[src/rtl/multi_tick_gen_pkg.sv]
// Shared constants and helpers for the multi-channel tick generator.
// Latency: n/a (compile-time only).
// Backpressure: n/a.
package multi_tick_gen_pkg;

    // Default counter / divisor width.
    localparam int CNT_W_DEF = 32;

    // Default tick periods in clk cycles at 100 MHz.
    localparam logic [31:0] DIV_UART = 32'd326;         // ~307.2 kHz baud oversample
    localparam logic [31:0] DIV_SEC  = 32'd50_000_000;  // level period of 1 s
    localparam logic [31:0] DIV_MS   = 32'd50_000;      // level period of 1 ms

    // Channel index width: ceil(log2(n)) but never below one bit.
    function automatic int idx_width(input int n);
        int w;
        w = 1;
        while ((1 << w) < n) begin
            w++;
        end
        return w;
    endfunction

endpackage

[src/rtl/tick_channel.sv]
// One tick channel: wrap counter, active/shadow divisor, tick pulse and level toggle.
// Latency: tick/level are registered and change on the wrap edge itself.
// Backpressure: none; free-running whenever en is high.
//
// Ports: clk/rst (sync, active-high); en run enable; restart realigns the channel;
//        wr/wr_div divisor write; def_div reset divisor; tick one-cycle enable; level square wave.
module tick_channel
    import multi_tick_gen_pkg::*;
#(
    parameter int CNT_W = CNT_W_DEF
) (
    input  logic             clk,
    input  logic             rst,
    input  logic             en,
    input  logic             restart,
    input  logic             wr,
    input  logic [CNT_W-1:0] wr_div,
    input  logic [CNT_W-1:0] def_div,
    output logic             tick,
    output logic             level
);

    logic [CNT_W-1:0] cnt_q,   cnt_d;
    logic [CNT_W-1:0] div_q,   div_d;
    logic [CNT_W-1:0] shd_q,   shd_d;
    logic             pend_q,  pend_d;
    logic             tick_q,  tick_d;
    logic             level_q, level_d;

    logic [CNT_W-1:0] div_eff;
    logic             wrap;

    // A zero divisor behaves as one: tick every enabled cycle.
    assign div_eff = (div_q == '0) ? CNT_W'(1) : div_q;
    assign wrap    = (cnt_q == (div_eff - CNT_W'(1)));

    always_comb begin
        cnt_d   = cnt_q;
        div_d   = div_q;
        shd_d   = shd_q;
        pend_d  = pend_q;
        tick_d  = 1'b0;
        level_d = level_q;

        if (restart) begin
            // Realign: drop the pending period boundary and adopt any new divisor now.
            cnt_d   = '0;
            level_d = 1'b0;
            pend_d  = 1'b0;
            if (wr) begin
                div_d = wr_div;
                shd_d = wr_div;
            end else if (pend_q) begin
                div_d = shd_q;
            end
        end else if (!en) begin
            // No period in flight, so there is nothing to finish with the old divisor.
            cnt_d  = '0;
            pend_d = 1'b0;
            if (wr) begin
                div_d = wr_div;
                shd_d = wr_div;
            end else if (pend_q) begin
                div_d = shd_q;
            end
        end else if (wrap) begin
            cnt_d   = '0;
            tick_d  = 1'b1;
            level_d = ~level_q;
            pend_d  = 1'b0;
            // A write landing on the wrap edge governs the period that starts here.
            if (wr) begin
                div_d = wr_div;
                shd_d = wr_div;
            end else if (pend_q) begin
                div_d = shd_q;
            end
        end else begin
            cnt_d = cnt_q + CNT_W'(1);
            // Defer until the wrap so the running period keeps its old length.
            if (wr) begin
                shd_d  = wr_div;
                pend_d = 1'b1;
            end
        end
    end

    always_ff @(posedge clk) begin
        if (rst) begin
            cnt_q   <= '0;
            div_q   <= def_div;
            shd_q   <= def_div;
            pend_q  <= 1'b0;
            tick_q  <= 1'b0;
            level_q <= 1'b0;
        end else begin
            cnt_q   <= cnt_d;
            div_q   <= div_d;
            shd_q   <= shd_d;
            pend_q  <= pend_d;
            tick_q  <= tick_d;
            level_q <= level_d;
        end
    end

    assign tick  = tick_q;
    assign level = level_q;

endmodule

[src/rtl/multi_tick_gen.sv]
// NUM_CH independent programmable tick-enable generators sharing one clock.
// Latency: tick/level registered at the wrap edge; cfg_err one cycle after a bad write.
// Backpressure: none; configuration writes are always accepted or flagged.
//
// Ports: clk/rst (sync, active-high); ch_en per-channel enable; restart global realign;
//        cfg_we/cfg_ch/cfg_div divisor write; cfg_err bad-index pulse; tick/level per channel.
module multi_tick_gen
    import multi_tick_gen_pkg::*;
#(
    parameter int                      NUM_CH  = 3,
    parameter int                      CNT_W   = CNT_W_DEF,
    parameter logic [NUM_CH*CNT_W-1:0] DEF_DIV = {DIV_MS, DIV_SEC, DIV_UART},
    parameter int                      IDX_W   = idx_width(NUM_CH)
) (
    input  logic              clk,
    input  logic              rst,
    input  logic [NUM_CH-1:0] ch_en,
    input  logic              restart,
    input  logic              cfg_we,
    input  logic [IDX_W-1:0]  cfg_ch,
    input  logic [CNT_W-1:0]  cfg_div,
    output logic              cfg_err,
    output logic [NUM_CH-1:0] tick,
    output logic [NUM_CH-1:0] level
);

    localparam logic [31:0] NUM_CH_U = NUM_CH;

    logic              cfg_ok;
    logic [NUM_CH-1:0] wr_vec;
    logic              cfg_err_q, cfg_err_d;

    // The index field can address more channels than exist when NUM_CH is not a power of two.
    assign cfg_ok = (32'(cfg_ch) < NUM_CH_U);

    always_comb begin
        cfg_err_d = cfg_we && !cfg_ok;
    end

    always_ff @(posedge clk) begin
        if (rst) begin
            cfg_err_q <= 1'b0;
        end else begin
            cfg_err_q <= cfg_err_d;
        end
    end

    assign cfg_err = cfg_err_q;

    for (genvar i = 0; i < NUM_CH; i++) begin : g_ch
        assign wr_vec[i] = cfg_we && cfg_ok && (cfg_ch == IDX_W'(i));

        tick_channel #(
            .CNT_W (CNT_W)
        ) u_ch (
            .clk     (clk),
            .rst     (rst),
            .en      (ch_en[i]),
            .restart (restart),
            .wr      (wr_vec[i]),
            .wr_div  (cfg_div),
            .def_div (DEF_DIV[i*CNT_W +: CNT_W]),
            .tick    (tick[i]),
            .level   (level[i])
        );
    end

endmodule
[config.mk]
export PLATFORM = sky130hd
export DESIGN_NAME = multi_tick_gen
export DESIGN_NICKNAME = d
export VERILOG_FILES = /design/src/rtl/multi_tick_gen_pkg.sv /design/src/rtl/tick_channel.sv /design/src/rtl/multi_tick_gen.sv
export SDC_FILE = /design/constraint.sdc
export NUM_CORES = 1
export LEC_CHECK = 0
export CAP_MARGIN = 0
export CORE_AREA = 5 5 171 337
export CTS_BUF_LIST = sky130_fd_sc_hd__clkbuf_16
export DETAILED_ROUTE_END_ITERATION = 12
export DIE_AREA = 0 0 176 342
export PLACE_DENSITY = 0.49
export SYNTH_ARGS = -nofsm -noshare
export SYNTH_HDL_FRONTEND = slang
export SYNTH_SLANG_ARGS = --single-unit
[constraint.sdc]
create_clock -name clk -period 4.4 [get_ports clk]
set_clock_uncertainty 0.2 [all_clocks]
set_input_delay 0.44 -clock clk [delete_from_list [all_inputs] [get_ports clk]]
set_output_delay 0.44 -clock clk [all_outputs]
set_load 0.02 [all_outputs]
Word-level counts from Yosys, hierarchy flattened
Index checks and enable logic that the tools add are counted.

$lt $le $gt $ge: 1. Add/subtract/negate cells: 6. Bitwise operators: 6. Equality and inequality tests: 8. Mux-type cells: 21. Reductions and logical operators: 20.

Operators with widths (count): two-way mux 32 bit (18); adder 32 x 1 -> 32 bit, second input constant (3); == test 32 bit (3); zero test 32 bit (3); subtractor 32 x 1 -> 32 bit, second input constant (3); OR reduction 4 bit (3); inequality test 3 x 1 -> 1 bit, second input constant (3); OR reduction 3 bit (3); inverter 1 bit (6); AND reduction 2 bit (3); logical AND 1 bit (5); two-way mux 1 bit (3); == test 2 x 1 -> 1 bit, second input constant (1); == test 2 bit, second input constant (1); zero test 2 bit (1); < comparator 2 bit, second input constant (1); OR reduction 2 bit (1); zero test 1 bit (1).

Output and inout bits: 7. Register bits: 298. Logic and storage cells: 81. Input bits: 41.

Longest topological paths before layout
Depth after elaboration: 7. Mapped depth: 18. Depth with buffers taken out: 13.

Hierarchy
From an unflattened synthesis, not the netlist that was laid out.

Cells, all modules: 1844. Area, all modules: 17419.2 um^2.

By module, submodules not included: tick_channel at g_ch[0].u_ch ... (area an instance 5816.8 um^2, sequential area each 2622.5 um^2, cells an instance 611, instances 2); tick_channel at g_ch[2].u_ch (area an instance 5720.5 um^2, sequential area each 2622.5 um^2, cells an instance 615, instances 1); multi_tick_gen (area an instance 65.1 um^2, sequential area each 20.0 um^2, cells an instance 7, instances 1).

Least setup slack after synthesis
Ideal clock, no wire load.

Kind: flip-flop to flip-flop. From: register g_ch[1].u_ch.div_q[16]. To: register g_ch[1].u_ch.div_q[14]. Slack: -0.084 ns. Arrival time: 4.164 ns. Required time: 4.080 ns. Cell stages (with the launch flop): 17. Buffers on the path: 3. Cells stage by stage: dfxtp_1 > buf_2 > or4_1 > clkbuf_1 > nor4_4 > and2_1 > a21oi_1 > ha_1 > xor2_1 > o2111ai_1 > or4_1 > nor3_1 > nand4_1 > nor4b_1 > a311oi_1 > buf_2 > o31a_1.

Cells in the longest elaborated chain, start to end: 5.

Ends and longest elaborated chain: start, declared (RTL line tick_channel.sv:24) `logic [CNT_W-1:0] div_q, div_d;`; start signal, assigned (RTL line tick_channel.sv:91) `div_q <= def_div;`; start signal, assigned (RTL line tick_channel.sv:98) `div_q <= div_d;`; zero test 32 bit (RTL line tick_channel.sv:34) `assign div_eff = (div_q == '0) ? CNT_W'(1) : div_q;`; two-way mux 32 bit (*) (RTL line tick_channel.sv:34); subtractor 32 x 1 -> 32 bit (*) (RTL line tick_channel.sv:35) `assign wrap = (cnt_q == (div_eff - CNT_W'(1)));`; == test 32 bit (*) (RTL line tick_channel.sv:35); inequality test 3 x 1 -> 1 bit (no line) (*).

Every way passes the cells marked *; elsewhere a longest branch is shown, timed or not. A chain may end at the register's enable or synchronous reset.

Worst setup path in the final report
From: register g_ch[1].u_ch.div_q[25]. To: register g_ch[1].u_ch.cnt_q[2].

Cells in the longest elaborated chain, start to end: 5.

Ends and longest elaborated chain: zero test 32 bit (RTL line tick_channel.sv:34); two-way mux 32 bit (*) (RTL line tick_channel.sv:34); subtractor 32 x 1 -> 32 bit (*) (RTL line tick_channel.sv:35); == test 32 bit (*) (RTL line tick_channel.sv:35); OR reduction 4 bit (no line) (*); end signal, assigned (RTL line tick_channel.sv:97) `cnt_q <= cnt_d;`; end, declared (RTL line tick_channel.sv:23) `logic [CNT_W-1:0] cnt_q, cnt_d;`.

Marks and branches as above.

==> results.txt <==
Antenna Cells -> 0
routability cong. -> 0.9787
FF+latch count, synth -> 298
core area -> 54500 sq um
Total GRT Usage -> 19.16%
synth top area cells -> dfxtp_1 37%, xnor2_1 6.6%, nand2_1 5.6%, nor2_1 4.6%, xor2_1 4.4%
Detailed Route WL -> 62100 um
drt wl/cell -> 21.85 um
CTS Hold Bufs -> 0
cell depth of the worst flop-to-flop path -> 17
sequential element share of the synthesized area -> 36.95%
Worst Tran Pin Value -> 0.8748 ns
Seq pwr share -> 46.4%
FF-to-FF End -> g_ch[1].u_ch.cnt_q[2]
Setup CP Type -> register to register
most frequent cell after synthesis -> dfxtp_1
Final Hold Slack -> 0.04781 ns
RSZ-0062 raised after global routing -> yes
Clock Tree Root -> clkbuf_16
Tmin final -> 4.403 ns
Reg-to-Reg Start -> g_ch[1].u_ch.div_q[25]
Top FF cell, synth -> dfxtp_1
Residual DRC -> 0
Setup crit start -> g_ch[1].u_ch.div_q[25]
Ports -> 48
area grow syn2layout -> 26.14%
global-route wire length before repair -> 90050 um
Pint -> 4.380 mW
router iterations before antenna repair -> 5
Hold Path Depth -> 3
Worst slew margin -> 41.14%
Layout Nets -> 2190
ys async rst share -> 0%
CTS Sinks -> 298
die extent in x -> 176 um
crit path DAT -> 4.69 ns
clk_lat worst skew -> 0.59 ns
Finished Cell Area -> 20360 sq um
Slew Viols, Final -> 0
Crit Path Max Fanout -> 8
Switching Share -> 26.61%
synthesized instance count -> 1974
grt total ovfl -> 0
Port-buffer cells -> 47
Worst setup EP type -> register
antenna-violating nets left -> 0
maximum VDD drop -> 323.2 uV
synthesized area -> 16140 sq um
Syn Nets -> 2021
failing checks -> negative setup slack
Multi-input gate area -> 9822 sq um
worst-case clock buffer depth -> 3
Starting Density -> 29.62%
leading area contributor after synthesis -> dfxtp_1
worst path required time -> 4.69 ns
CTS tree -> yes
Storage cell area -> 5969 sq um
final hold violation count -> 0
area post-placement -> 18600 sq um
min-delay src -> rst
CTS Buf Count -> 30
CP Launch Type -> register
drt via density -> 5.440
Max Clk Rate -> 227.1 MHz
Fill cells -> 5669
initial antenna violation count -> 1
switching pwr -> 1.588 mW
number of different library cells in the post-synthesis netlist -> 79
Avg Inst Size Synth -> 8.178 sq um
clock network fraction of design power -> 43.4%
via count -> 15460
period utilization -> 100.1%
Reg2Reg Setup Slack -> -0.003 ns
synth cell count leaders -> 298 x dfxtp_1, 241 x nand2_1, 196 x nor2_1, 122 x xnor2_1, 109 x clkbuf_1
DR iter-0 viols -> 804
status -> finished with violations
Ys Warns -> 0
HPWL Detailed -> 46380 um
Final WS setup -> -0.002716 ns
Hold Path Sink -> g_ch[1].u_ch.level
Leakage -> 7.462 nW
DIE AREA -> 60190 sq um
Power Density -> 293.0 nW/um^2
Yosys top cell area share -> 36.95%
Post-synth EDFFs -> 0
ratio of cells with drive above 1 in the final layout -> 18.74%
H-Tree Depth -> 1
final setup fails -> 2
largest net degree at the start of global routing -> 57
Worst-path clk slew -> 0.07 ns
die height -> 342 um
MaxCap Viol Count -> 0
Comb power frac -> 10.2%
total chip power -> 5.968 mW
vias in the first global route -> 15500
row count -> 121
Hold WC Path Type -> input port to register
-- power groups by stage --
stage               clock (mW)  combinational [mW]  sequential, mW
CTS                       2.66               0.578            2.77
detailed placement           0               0.567            2.83
floorplan                    0               0.278            2.83
global placement             0               0.565            2.83
finish                    2.59               0.608            2.77
global route              2.76               0.643            2.77
-- worst max-delay path by stage --
| stage | endpoint | slack [ns] | cells after the start |
|---|---|---|---|
| after floorplan | g_ch[2].u_ch.div_q[20] | 0.02 | 17 |
| after global placement | g_ch[1].u_ch.div_q[28] | -0.20 | 15 |
| after detailed placement | g_ch[1].u_ch.cnt_q[2] | -0.27 | 16 |
| after CTS | g_ch[1].u_ch.cnt_q[23] | -0.03 | 16 |
| after global routing | g_ch[1].u_ch.cnt_q[5] | -0.14 | 17 |
| final | g_ch[1].u_ch.cnt_q[2] | -0.003 | 17 |
-- cells by family (layout without fill, tap and decap cells) --
kind of cell    after synthesis  count (layout)  synth area share [%]
buf+inv                     198             390                 4.945
xor+xnor                    204             204                 11.15
simple gates                908             908                 29.79
fa+ha+maj                     6               6                0.4650
compound gates              330             330                 14.81
flops                       298             298                 36.95
mux                          30              30                 1.883
-- what timing repair did --
item / in CTS / in global routing
cloned: 2 / 14
setup buffers: 2 / 6
pin swaps: 5 / 38
resized for setup: 18 / 84
endpoints found under the setup margin: 197 / 196
-- placed cells by master (no fill, tap or decap), drive strengths merged, types with 7 or more instances in the layout --
| master | Yosys | final |
|---|---|---|
| nor3 | 41 | 41 |
| or4 | 23 | 23 |
| or3 | 20 | 20 |
| a21oi | 75 | 75 |
| nand4 | 70 | 70 |
| xor2 | 81 | 81 |
| a32o | 29 | 29 |
| dfxtp | 298 | 298 |
| and3 | 22 | 22 |
| nand2 | 242 | 242 |
| a31oi | 10 | 10 |
| buf | 32 | 221 |
| nand3 | 80 | 80 |
| nand4b | 10 | 10 |
| clkbuf | 109 | 42 |
| nand2b | 16 | 16 |
| or2 | 26 | 26 |
| nor4b | 9 | 9 |
| o31a | 14 | 14 |
| o21ai | 46 | 46 |
| xnor2 | 122 | 122 |
| inv | 57 | 61 |
| a211oi | 9 | 9 |
| or4b | 28 | 28 |
| nor2 | 196 | 196 |
| clkinv | 0 | 16 |
| o21a | 9 | 9 |
| and2 | 7 | 7 |
| mux2i | 27 | 27 |
| o31ai | 38 | 38 |
| nand3b | 26 | 26 |
| nor4 | 58 | 58 |
| clkdlybuf4s50 | 0 | 46 |
| and4 | 13 | 13 |
| o311ai | 25 | 25 |
| o211ai | 9 | 9 |
| nor3b | 8 | 8 |
-- state kept, by name (all words and copies together), names as in the netlist --
| name | count |
|---|---|
| g_ch.u_ch.pend_q | 3 |
| g_ch.u_ch.tick | 3 |
| g_ch.u_ch.div_q | 96 |
| g_ch.u_ch.shd_q | 96 |
| cfg_err | 1 |
| g_ch.u_ch.level | 3 |
| g_ch.u_ch.cnt_q | 96 |
-- through the flow --
step                      setup TNS [ns]  setup slack [ns]  utilization (%)  std cells
after floorplan                        0           0.02203                -       1974
after global placement            -28.05           -0.2006            34.13       2764
after detailed placement          -30.79           -0.2717            34.13       2764
after CTS                        -0.4676          -0.03164            36.20       2823
after global routing              -4.296           -0.1409            37.36       2842
final                          -0.003492         -0.002716            37.36       2842
-- area by class of cell --
class / count / area share [%]
clock buffers: 31 / 3.809
flip-flops and latches: 298 / 29.31
repair buffers: 278 / 12.50
well taps: 676 / 4.153
clock inverters: 24 / 0.9400
multi-input cells: 1478 / 48.23
inverters: 57 / 1.051
-- metal layers --
layer  GRT usage [%]  up-vias  part of all wire [%]
li1                -     7436                     -
met1           18.84     7385                    35
met2           36.36      420                    53
met3           2.042      219                   3.3
met4           14.18        0                   9.2
met5               0        -                     0
-- worst max-delay path, stage by stage, from the launching register on --
cell and delay, ns:
dfxtp_2 0.32, or4_4 0.55, nor4_4 0.25, and2_4 0.23, a21oi_4 0.07, ha_4 0.29, xor2_2 0.16, o2111ai_2 0.16
a2111oi_2 0.27, buf_4 0.16, and4_1 0.18, nand4_1 0.09, or4_4 0.52, buf_12 0.18, o311ai_4 0.25, buf_6 0.19
clkbuf_16 0.17, nor2_1 0.05
No activity file was read; power rests on OpenSTA's default activity.
